[src/rtl/clt_normal_gen.sv]
// Central-limit normal approximator: sums N_SUM uniform samples and removes the mean.
// Optional output saturation to +/-CLAMP_LIM is compiled in with `define CLT_CLAMP_EN.
module clt_normal_gen #(
    parameter int IN_W      = 32,
    parameter int SAMPLE_W  = 12,
    parameter int N_SUM     = 16,
    parameter int CLAMP_LIM = 14189
) (
    input  logic                                  clk,
    input  logic                                  rst,
    input  logic [IN_W-1:0]                       uniform_in,
    input  logic                                  in_valid,
    output logic                                  in_ready,
    output logic [SAMPLE_W+$clog2(N_SUM):0]       out_data,
    output logic                                  out_valid,
    input  logic                                  out_ready
);
    localparam int LOG2N = $clog2(N_SUM);
    localparam int ACC_W = SAMPLE_W + LOG2N;
    localparam int OUT_W = ACC_W + 1;

    localparam logic signed [OUT_W-1:0] OFFSET = OUT_W'(N_SUM * (2 ** (SAMPLE_W - 1)));
    localparam logic signed [OUT_W-1:0] LIM    = OUT_W'(CLAMP_LIM);
`ifdef CLT_CLAMP_EN
    localparam bit CLAMP_ON = 1'b1;
`else
    localparam bit CLAMP_ON = 1'b0;
`endif

    typedef enum logic {ACCUM, STALL} state_t;

    state_t               state;
    logic [ACC_W-1:0]     acc;
    logic [ACC_W-1:0]     pend;
    logic [LOG2N-1:0]     cnt;
    logic [SAMPLE_W-1:0]  sample;
    logic [ACC_W-1:0]     sumNext;
    logic                 accept;
    logic                 lastSample;
    logic                 outXfer;
    logic                 slotFree;

    // Mean removal, then optional saturation; shared by the direct and pending load paths.
    function automatic logic signed [OUT_W-1:0] toResult(input logic [ACC_W-1:0] s);
        logic signed [OUT_W-1:0] r;
        r = $signed({1'b0, s}) - OFFSET;
        if (CLAMP_ON && (r > LIM))
            r = LIM;
        else if (CLAMP_ON && (r < -LIM))
            r = -LIM;
        return r;
    endfunction

    assign in_ready   = (state == ACCUM);
    assign sample     = uniform_in[IN_W-1 -: SAMPLE_W];
    assign sumNext    = acc + ACC_W'(sample);
    assign accept     = in_valid && in_ready;
    assign lastSample = (cnt == LOG2N'(N_SUM - 1));
    assign outXfer    = out_valid && out_ready;
    assign slotFree   = !out_valid || out_ready;

    always_ff @(posedge clk) begin
        if (rst) begin
            state     <= ACCUM;
            acc       <= '0;
            cnt       <= '0;
            pend      <= '0;
            out_data  <= '0;
            out_valid <= 1'b0;
        end else begin
            case (state)
                ACCUM: begin
                    if (outXfer)
                        out_valid <= 1'b0;
                    if (accept) begin
                        if (lastSample) begin
                            acc <= '0;
                            cnt <= '0;
                            if (slotFree) begin
                                out_data  <= toResult(sumNext);
                                out_valid <= 1'b1;
                            end else begin
                                pend  <= sumNext;
                                state <= STALL;
                            end
                        end else begin
                            acc <= sumNext;
                            cnt <= cnt + LOG2N'(1);
                        end
                    end
                end
                STALL: begin
                    // out_valid is always set here, so it simply stays high across the reload.
                    if (outXfer) begin
                        out_data <= toResult(pend);
                        state    <= ACCUM;
                    end
                end
                default: state <= ACCUM;
            endcase
        end
    end
endmodule
[config.mk]
export PLATFORM = sky130hd
export DESIGN_NAME = clt_normal_gen
export DESIGN_NICKNAME = d
export VERILOG_FILES = /design/src/rtl/clt_normal_gen.sv
export SDC_FILE = /design/constraint.sdc
export NUM_CORES = 1
export LEC_CHECK = 0
export ABC_AREA = 1
export BUFFER_PORTS_ARGS = -buffer_cell sky130_fd_sc_hd__buf_2
export CAP_MARGIN = 20
export CORE_MARGIN = 5
export CORE_UTILIZATION = 45
export DETAILED_ROUTE_END_ITERATION = 6
export GPL_ROUTABILITY_DRIVEN = 0
export PLACE_DENSITY = 0.75
export SYNTH_ARGS = -nofsm -noshare
export SYNTH_HDL_FRONTEND = slang
export SYNTH_SLANG_ARGS = --single-unit
[constraint.sdc]
create_clock -name clk -period 4.4 [get_ports clk]
set_input_delay 0.22 -clock clk [delete_from_list [all_inputs] [get_ports clk]]
set_output_delay 0.22 -clock clk [all_outputs]
set_load 0.03 [all_outputs]
# Word level (Yosys, flattened, before mapping)
# Index checks and enable logic that the tools add are counted.
[op_classes] n_bitwise=2 n_mux=16 n_reduce_logical=7 add_sub_neg=4 n_eq_ne=5
[op_table] op="$mux 17" n=4
[op_table] op="$pmux 17 s2" n=1
[op_table] op="$sub 16x16->17 const B" n=2
[op_table] op="$add 16x12->16" n=1
[op_table] op="$mux 16" n=1
[op_table] op="$mux 1" n=8
[op_table] op="$ne 2x1->1 const B" n=4
[op_table] op="$reduce_and 4->1" n=2
[op_table] op="$add 4x1->4 const B" n=1
[op_table] op="$eq 4x4->1 const B" n=1
[op_table] op="$mux 4" n=1
[op_table] op="$logic_and 1x1->1" n=2
[op_table] op="$not 1->1" n=2
[op_table] op="$pmux 1 s2" n=1
[op_table] op="$reduce_and 2->1" n=1
[op_table] op="$logic_not 1->1" n=1
[op_table] op="$logic_or 1x1->1" n=1
[word_totals] ff_bits=55 output_inout_bits=19

# Depth between registers and ports, before layout
# Gate-level depths: netlist of run 1.
[depth] ltp_word=6 ltp_mapped=13 depth_no_buf=13

# Worst setup path before layout of run 1
# Ideal clock, no wire load.
[synth_path] kind="flip-flop to flip-flop" start="reg acc[0]" end="reg pend[6]" t_arrival_ps=1634 path_buffers=0 stages_incl_launch_ff=12 setup_time_ps=116 setup_slack_ps=2649 path_cell_list="dfxtp_1 > ha_1 > fa_1 > nand2_1 > nand2_1 > nand3_1 > nand2_1 > or2_2 > nand2_1 > nand2_1 > o211ai_1 > inv_1"
[synth_between] elab_chain_cells=1
[synth_rtl] item="start: declaration" line="33" text="logic [ACC_W-1:0] acc;"
[synth_rtl] item="start signal: assignment" line="87" text="acc <= sumNext;"
[synth_rtl] item="$add 16x12->16" line="56" text="assign sumNext = acc + ACC_W'(sample);"
[synth_rtl] item="end signal: assignment" line="83" text="pend <= sumNext;"
[synth_rtl] item="end: declaration" line="34" text="logic [ACC_W-1:0] pend;"
# Every way passes these cells.
# A chain may end at the register's enable or synchronous reset.

# Worst setup path in the final report of run 1
[layout_path] start="reg state" end="reg acc[9]"
[layout_between] elab_chain_cells=3
[layout_rtl] item="start: declaration" line="32" text="state_t state;"
[layout_rtl] item="start signal: assignment" line="64" text="state <= ACCUM;"
[layout_rtl] item="start signal: assignment" line="84" text="state <= STALL;"
[layout_rtl] item="start signal: assignment" line="96" text="state <= ACCUM;"
[layout_rtl] item="$not 1->1 (no line) (*)"
[layout_rtl] item="$logic_and 1x1->1" line="57" text="assign accept = in_valid && in_ready;"
[layout_rtl] item="$reduce_and 2->1 (no line) (*)"
# Every way passes the cells marked *; elsewhere a longest branch is shown, timed or not.

==> results of run 1 <==
-- report_power, final --
part	internal (W)	switching, W
Combinational	0.0000755	0.000143
Sequential	0.000504	0.0000103
Clock	0.000118	0.000180
-- layout make-up --
class	instances	area, sq um	share of cell area, %
Clock buffer	5	68.8	2.11
Multi-Input combinational cell	315	1580	48.7
Sequential cell	54	1080	33.2
Tap cell	77	96.3	2.96
Timing Repair Buffer	34	170	5.23
Inverter	58	225	6.92
Clock inverter	3	28.8	0.884
-- how the worst max path moves through the flow --
stage	start	end	slack, ns	cells after the start
after floorplan	acc[0]	pend[6]	2.65	11
after global placement	state	acc[9]	1.71	7
after detailed placement	state	acc[9]	1.67	7
after CTS	state	acc[9]	1.63	7
after global routing	state	acc[9]	1.38	7
final	state	acc[9]	1.67	7
-- flip-flops by register name (all words and copies together) (netlist names) --
signal and count:
out_valid 1, cnt 4, out_data 16, state 1
acc 16, pend 16
-- cells in the final DEF (no fill, tap or decap), types with 3 or more instances in the layout --
master	instances
clkinv_4	3
nor2_1	26
xor2_1	6
o21bai_1	3
nand3_1	30
o21ai_1	9
o21a_1	4
a21oi_1	50
ha_1	13
nor3_1	3
inv_1	54
nand2_1	131
a31oi_1	3
dfxtp_1	54
o21ai_0	19
clkbuf_8	5
buf_2	34
-- metrics by stage --
| step | power [W] | instances | hold slack (ns) | area (sq um) |
|---|---|---|---|---|
| after floorplan | 0.000688 | 442 | 0.402 | 2980 |
| after global placement | 0.000736 | 538 | 0.455 | 3160 |
| after detailed placement | 0.000742 | 538 | 0.461 | 3160 |
| after CTS | 0.00104 | 546 | 0.173 | 3250 |
| after global routing | 0.00109 | 546 | 0.218 | 3250 |
| final | 0.00103 | 546 | 0.183 | 3250 |
-- worst max-delay path: stages, from the launching register on --
cell and delay [ns]:
dfxtp_1 0.88, clkinv_4 0.35, nand2_4 0.31, inv_1 0.16, nand2_1 0.09, clkinv_1 0.44, nand3_1 0.27, a21oi_1 0.09
-- cell families after synthesis --
family,Yosys count,synth area share (%)
simple gates,202,28.5
compound gates,92,16.5
buf+inv,73,10.5
flops,54,36.3
fa+ha+maj,14,6.14
xor+xnor,7,2.06
-- routing by layer --
| layer | wire length (um) | track usage [%] | vias to the layer above |
|---|---|---|---|
| met3 | 320 | 3.64 | 18 |
| met4 | 179 | 7.58 | 0 |
| met1 | 3170 | 21.6 | 1277 |
| met5 | 0 | 0 | - |
| met2 | 3350 | 28.8 | 69 |
| li1 | - | - | 1467 |
==> qor.csv, run 1 <==
metric,value,unit
status,"complete, no violations",
first_pass_iters,4,
worst_pin_slew,0.934,ns
setup_viol,0,
synth-edff-count,0,
fill_cells,645,
reg2reg_setup_slack,1.67,ns
startpoint_type,register,
yosysSeqAreaShare,36.3,%
final_nets,518,
die_w,91.3,um
hpwl,4940,um
slew-limit-headroom,37.7,%
cts_tree,yes,
wl,7020,um
die-area,0.00834,sq mm
clkSinkCount,54,
min_period_over_period,62.1,%
portBuffers,34,
synthToLayoutAreaGrowth,9.33,%
ys_ff_latch,54,
vias_per_cell,5.18,
rr_worst_depth,7,
syn-num-nets,492,
diodes,0,
wl_per_cell,12.9,um
synth_top_area_cell,dfxtp_1,
grt_pass1_vias,2651,
rr_endpoint,acc[9],
tns,0,ns
fp.coreArea,0.00639,sq mm
antenna_found_initial,0,
cts_buffers,5,
num_rows,29,
clkTransAtPathRegs,0.11,ns
cts_setup_buffers,0,
initial_core_util,46.6,%
vdd_drop_max,0.000180,V
yosys-top-cells-count,"nand2_1 (131), dfxtp_1 (54), inv_1 (54)",
grt_overflow,0,
grt_util_all_layers,17.3,%
fmax,366,MHz
drive_gt1_share,11.1,%
synthDominantCellAreaShare,36.3,%
slew_viol_final,0,
synthArstFlopShare,0,%
syn_inst,442,
whs_endpoint,state,
cts_hold_buf,0,
min_path_cells,4,
ys_types,36,
critPathMaxFanout,19,
grt_pass1_wl,12000,um
vias,2831,
cts_resized,0,
worstHoldStart,out_ready,
pre_cts_ws,1.67,ns
critical_path_class,reg2reg,
grt_max_degree,36,
power_density,317,mW/mm^2
fin_skew,0.00725,ns
route.detailed.drc,0,
cts_max_level,2,
synth_ff_type,dfxtp_1,
synth.cell_area,0.00298,sq mm
r2r_start,state,
drtAntennaViolNets,0,
rsz0062_at_grt,no,
avgSynthCellArea,6.73,sq um
cts-root-buf,clkbuf_8,
period_minus_slack,2.73,ns
leakagePower,1.70,nW
hold_viol,0,
netlist_top_cells_area,"dfxtp_1 (36%), nand2_1 (17%), a21oi_1 (8.4%)",
synth_warnings,0,
fin_util,51.0,%
hold_class,in2reg,
crit_arrival,2.92,ns
die_y,91.3,um
cp-end-kind,register,
max-clock-path-buffers,2,
cap_violations,0,
setup_ws,1.67,ns
initialDrtViolationCount,101,
ios,55,
yosysMostFrequentCell,nand2_1,
clk_latency,0.31,ns
cp.required,4.59,ns
(Power assumes the default switching activity.)
==> run 2: changes to the inputs <==
--- a/config.mk
+++ b/config.mk
@@ -12,7 +12,7 @@
 export CORE_UTILIZATION = 45
 export DETAILED_ROUTE_END_ITERATION = 6
 export GPL_ROUTABILITY_DRIVEN = 0
-export PLACE_DENSITY = 0.75
+export PLACE_DENSITY = 0.77
 export SYNTH_ARGS = -nofsm -noshare
 export SYNTH_HDL_FRONTEND = slang
 export SYNTH_SLANG_ARGS = --single-unit
==> constraint.sdc (replaced) <==
create_clock -name clk -period 2.5 [get_ports clk]
set_input_delay 0.125 -clock clk [delete_from_list [all_inputs] [get_ports clk]]
set_output_delay 0.125 -clock clk [all_outputs]
set_load 0.03 [all_outputs]
==> run 2 against run 1 <==
Compared with the run above:
- die area did not move
- maximum frequency increased by 36%
- cell count is 0.37% higher
- sequential power up 76%
- largest cell class unchanged
- worst hold slack got worse by 0.11 ns
- wire length fell by 0.40%
- sequential cell count unchanged
- via count fell by 0.32%
==> qor.csv, run 2 (synthesis gave the netlist of run 1 again) <==
metric,value,unit,change
status,"complete, no violations",,
route.detailed.drc,0,,unchanged
slew-limit-headroom,38.2,%,+0.54 points
die_y,91.3,um,unchanged
leakagePower,1.71,nW,+0.64%
critical_path_class,reg2reg,,
cp.required,2.69,ns,-1.90 ns
vias_per_cell,5.15,,-0.68%
vdd_drop_max,0.000385,V,+110%
setup_ws,0.492,ns,-1.18 ns
drtAntennaViolNets,0,,unchanged
cts_setup_buffers,0,,unchanged
cts-root-buf,clkbuf_8,,
setup_viol,0,,unchanged
grt_overflow,0,,unchanged
cts_max_level,2,,unchanged
placed_area,0.00317,sq mm,+0.48%
power_density,556,mW/mm^2,+75%
worstHoldStart,out_ready,,
reg_top3,"acc: 16 flops, out_data: 16 flops, pend: 16 flops",,
antenna_found_initial,0,,unchanged
pre_cts_ws,0.497,ns,-1.17 ns
clk_latency,0.33,ns,+0.02 ns
period_minus_slack,2.01,ns,-0.724 ns
switching_power,0.000588,W,+77%
synthToLayoutAreaGrowth,9.84,%,
min_path_cells,4,,unchanged
ios,55,,unchanged
vias,2822,,-0.32%
seq_power_share,49.8,%,about the same
hold_viol,0,,unchanged
max-clock-path-buffers,2,,unchanged
wl,7000,um,-0.40%
crit_arrival,2.20,ns,-0.72 ns
cap_violations,0,,unchanged
portBuffers,34,,unchanged
startpoint_type,register,,
cts_hold_buf,0,,unchanged
holdWs,0.0773,ns,-0.106 ns
worst_pin_slew,0.926,ns,-0.00807 ns
die_w,91.3,um,unchanged
final_common_cell,nand2_1,,
grt_util_all_layers,17.4,%,+0.058 points
initialDrtViolationCount,166,,+64%
p_int,0.00123,W,+76%
final_area,0.00327,sq mm,+0.46%
stdcell_count,548,,+0.37%
slowest_delay,0.46,ns,-0.42 ns
reg2reg_setup_slack,0.49,ns,-1.18 ns
slew_viol_final,0,,unchanged
fmax,498,MHz,+36%
hpwl,4990,um,+1.0%
grt_max_degree,36,,unchanged
p_sw_share,32.4,%,+0.084 points
initial_core_util,46.6,%,unchanged
fill_cells,643,,-0.31%
rsz0062_at_grt,no,,
grt_pass1_vias,2701,,+1.9%
pwr-share-comb,21.0,%,-0.2 points
cts_buffers,5,,unchanged
rr_endpoint,acc[14],,
drive_gt1_share,11.5,%,+0.38 points
clkSinkCount,54,,unchanged
num_rows,29,,unchanged
final_cell_mix,"nand2_1 (131), inv_1 (54), dfxtp_1 (54), a21oi_1 (50), buf_2 (34)",,
multiInputGateArea,0.00158,sq mm,unchanged
first_pass_iters,4,,unchanged
grt_pass1_wl,12000,um,-0.12%
fp.coreArea,0.00639,sq mm,unchanged
dp_cells,540,,+0.37%
min_period_over_period,80.3,%,+18 points
cts_resized,0,,unchanged
p_clk_share,29.2,%,+0.3 points
diodes,0,,unchanged
cts_tree,yes,,
seqCellArea,0.00108,sq mm,unchanged
wl_per_cell,12.8,um,-0.76%
cp_cell_sequence,clkinv_4 -> nand2_4 -> inv_1 -> nand2_1 -> clkinv_1 -> nand3_1 -> a21oi_1,,
fin_skew,0.0108,ns,+0.00354 ns
critPathMaxFanout,19,,unchanged
die-area,0.00834,sq mm,unchanged
final_nets,520,,+0.39%
crit_path_top_delay_cell,clkinv_1,,
r2r_start,state,,
cp-end-kind,register,,
rr_worst_depth,7,,unchanged
whs_endpoint,state,,
clkTransAtPathRegs,0.11,ns,about the same
hold_class,in2reg,,
tns,0,ns,unchanged
run 2: how the worst max path moves through the flow:
stage / end / slack (ns) / start
floorplan: pend[6] / 0.75 / acc[0]
global placement: acc[9] / 0.54 / state
detailed placement: acc[14] / 0.50 / state
CTS: acc[14] / 0.48 / state
global route: acc[12] / 0.25 / state
finish: acc[14] / 0.49 / state
run 2: final cells by class:
cell class | instances | area share, %
multi-input cells | 315 | 48.5
flip-flops and latches | 54 | 33.1
inverters | 58 | 6.89
repair buffers | 36 | 5.66
well taps | 77 | 2.95
clock buffers | 5 | 2.10
clock inverters | 3 | 0.880
run 2: routing by layer:
layer,part of all wire (%),GRT usage (%)
met1,46,21.8
met2,47,29.7
met3,4.6,4.63
met4,1.5,4.28
met5,0,0
run 2: metrics by stage:
step           power [W]  util (%)
2_1_floorplan    0.00121         -
3_3_place_gp     0.00129      49.7
3_5_place_dp     0.00131      49.7
4_1_cts          0.00184      51.2
5_1_grt          0.00193      51.2
6_report         0.00182      51.2
run 2: power by group through the flow:
stage | combinational [W] | sequential (W) | clock, W
2_1_floorplan | 0.000290 | 0.000921 | 0
3_3_place_gp | 0.000371 | 0.000923 | 0
3_5_place_dp | 0.000381 | 0.000925 | 0
4_1_cts | 0.000384 | 0.000905 | 0.000550
5_1_grt | 0.000442 | 0.000909 | 0.000584
6_report | 0.000382 | 0.000905 | 0.000530
run 2: critical path, delay by kind of cell, from the launching register on:
| family | cells | cell delay (ns) |
|---|---|---|
| buffers and inverters | 3 | 0.78 |
| AND/OR/NAND/NOR | 3 | 0.60 |
| flip-flops | 1 | 0.40 |
| AO/OA/AOI/OAI | 1 | 0.09 |
==> run 3: changes to the inputs <==
==> constraint.sdc (replaced) <==
create_clock -name clk -period 1.8 [get_ports clk]
set_input_delay 0.09 -clock clk [delete_from_list [all_inputs] [get_ports clk]]
set_output_delay 0.09 -clock clk [all_outputs]
set_load 0.03 [all_outputs]
==> run 3 against run 2 <==
Compared with the run above:
- the flow now finishes with violations (negative setup slack)
- worst hold slack got worse by 0.0093 ns
- non-clock buffer count rose by 11
- register-to-register slack lost 0.51 ns
- sequential power grew 39%
- setup slack worse by 0.51 ns
- highest routed layer unchanged
- critical endpoint is now pend[10]
- count of clock-buffer cells in the layout unchanged
- maximum frequency increased by 10%
==> qor.csv, run 3 (synthesis gave the netlist of run 1 again) <==
metric,value,unit,change
crit_path_top_delay_cell,fa_2,,
antenna_found_initial,0,,unchanged
r2r_start,acc[0],,
grt_overflow,0,,unchanged
fin_skew,0.00818,ns,-0.00261 ns
synthToLayoutAreaGrowth,20.6,%,
hpwl,5190,um,+4.0%
worst_pin_slew,0.363,ns,-0.563 ns
wl,7320,um,+4.7%
reg_top3,"acc: 16 flops, out_data: 16 flops, pend: 16 flops",,
period_minus_slack,1.82,ns,-0.187 ns
hold_viol,0,,unchanged
clkTransAtPathRegs,0.10,ns,about the same
cp_cell_sequence,ha_4 -> fa_2 -> nand2_2 -> nand2_2 -> nand3_2 -> nand2_2 -> buf_6 -> nand2_4 -> nand3_2 -> nand2_1 -> a21o_1 -> inv_1,,
cp.required,2.01,ns,-0.68 ns
setup_ws,-0.0211,ns,-0.513 ns
first_pass_iters,4,,unchanged
route.detailed.drc,0,,unchanged
leakagePower,1.84,nW,+7.6%
cpMostUsedCell,nand2_2,,
critical_path_class,reg2reg,,
cts_buffers,5,,unchanged
fmax,549,MHz,+10%
hold_class,in2reg,,
drtAntennaViolNets,0,,unchanged
startpoint_type,register,,
die_w,91.3,um,unchanged
cts-root-buf,clkbuf_8,,
drive_gt1_share,21.4,%,+9.9 points
critPathMaxFanout,3,,-16
violations,negative setup slack,,
endpoint,pend[10],,
die_y,91.3,um,unchanged
cp-end-kind,register,,
fill_cells,614,,-4.5%
slew_viol_final,0,,unchanged
cap_violations,0,,unchanged
rr_worst_depth,12,,+5
wl_per_cell,13.1,um,+2.6%
initialDrtViolationCount,152,,-8.4%
diodes,0,,unchanged
vias,2916,,+3.3%
ios,55,,unchanged
portBuffers,34,,unchanged
final_nets,531,,+2.1%
vdd_drop_max,0.000533,V,+38%
worst-path-buf-inv,2,,-1
vias_per_cell,5.22,,+1.3%
crit_arrival,2.03,ns,-0.17 ns
initial_core_util,46.6,%,unchanged
cp_top_family,adder cells,,
grt_util_all_layers,17.4,%,about the same
setup_viol,3,,+3
pre_cts_ws,-0.0871,ns,-0.584 ns
fp.coreArea,0.00639,sq mm,unchanged
startpoint,acc[0],,
slew-limit-headroom,75.8,%,+38 points
slowest_delay,0.40,ns,-0.06 ns
max-clock-path-buffers,2,,unchanged
cts_tree,yes,,
fin_util,56.2,%,+5.0 points
final_cell_mix,"nand2_1 (119), inv_1 (54), dfxtp_1 (52), a21oi_1 (45), buf_2 (34)",,
grt_pass1_vias,2702,,+0.037%
status,"complete, but fails checks",,
power_density,763,mW/mm^2,+37%
die-area,0.00834,sq mm,unchanged
grt_max_degree,36,,unchanged
cts_max_level,2,,unchanged
reg2reg_setup_slack,-0.02,ns,-0.51 ns
rsz0062_at_grt,yes,,
clkSinkCount,54,,unchanged
path_depth,12,,+5
num_rows,29,,unchanged
rr_endpoint,pend[10],,
min_period_over_period,101,%,+21 points
grt_pass1_wl,12200,um,+1.7%
clk_latency,0.31,ns,-0.02 ns
final_common_cell,nand2_1,,
[run 3: changes by cell type in the layout (fill, tap and decap cells not counted), moves of 5 or more]
| cell | delta |
|---|---|
| a21oi_1 | -5 |
| a21oi_2 | +5 |
| buf_4 | +8 |
| nand2_1 | -12 |
| nand2_2 | +8 |
| nand3_1 | -9 |
| nand3_2 | +8 |
[run 3: report_power, final]
part | total (W) | leakage, nW | internal [W] | switching (W)
clock network | 0.000835 | 0.0585 | 0.000418 | 0.000417
registers | 0.00126 | 0.438 | 0.00123 | 0.0000279
logic | 0.000641 | 1.34 | 0.000244 | 0.000397
total | 0.00274 | 1.84 | 0.00189 | 0.000842
[run 3: area by class of cell]
type / count / area, sq um / share of cell area [%]
multi-input cells: 315 / 1780 / 49.5
clock buffers: 5 / 68.8 / 1.92
clock inverters: 3 / 43.8 / 1.22
repair buffers: 47 / 297 / 8.26
inverters: 58 / 225 / 6.27
well taps: 77 / 96.3 / 2.68
flip-flops and latches: 54 / 1080 / 30.2
[run 3: repair_timing]
action	in CTS	in global routing
gates resized for setup	4	43
setup buffers	0	1
pin swaps	0	17
hold buffers	0	0
endpoints found under the setup margin	15	23
[run 3: worst min path at each step]
stage	depth (start not counted)	from	to	slack, ns
6_report	4	out_ready	state	0.07
2_1_floorplan	3	out_ready	state	0.27
3_3_place_gp	4	out_ready	state	0.39
3_5_place_dp	4	out_ready	state	0.40
5_1_grt	4	out_ready	state	0.07
4_1_cts	4	out_ready	state	0.07
[run 3: worst register-to-register path: cells and delay by family, from the launching register on]
| family | cells | cell delay (ns) |
|---|---|---|
| adder cells (fa/ha/maj) | 2 | 0.56 |
| AND/OR/NAND/NOR | 7 | 0.55 |
| flip-flops | 1 | 0.35 |
| buffers and inverters | 2 | 0.17 |
| AO/OA/AOI/OAI | 1 | 0.11 |
[run 3: per-stage QoR]
stage / setup TNS (ns) / cell area, sq um / total power [W] / hold slack, ns / cells
5_1_grt: -1.19 / 3590 / 0.00289 / 0.0719 / 559
4_1_cts: 0 / 3400 / 0.00267 / 0.0654 / 558
3_5_place_dp: -0.323 / 3270 / 0.00184 / 0.399 / 550
3_3_place_gp: -0.0983 / 3270 / 0.00182 / 0.391 / 550
6_report: -0.0417 / 3590 / 0.00274 / 0.0680 / 559
2_1_floorplan: 0 / 2980 / 0.00168 / 0.272 / 442
[run 3: metal layers]
metal  track usage [%]  part of all wire, %  up-vias
li1                  -                    -     1488
met1              21.5                   44     1353
met2              31.1                   50       68
met3              3.80                  5.4        7
met4              3.42                 0.81        0
met5                 0                    0        -
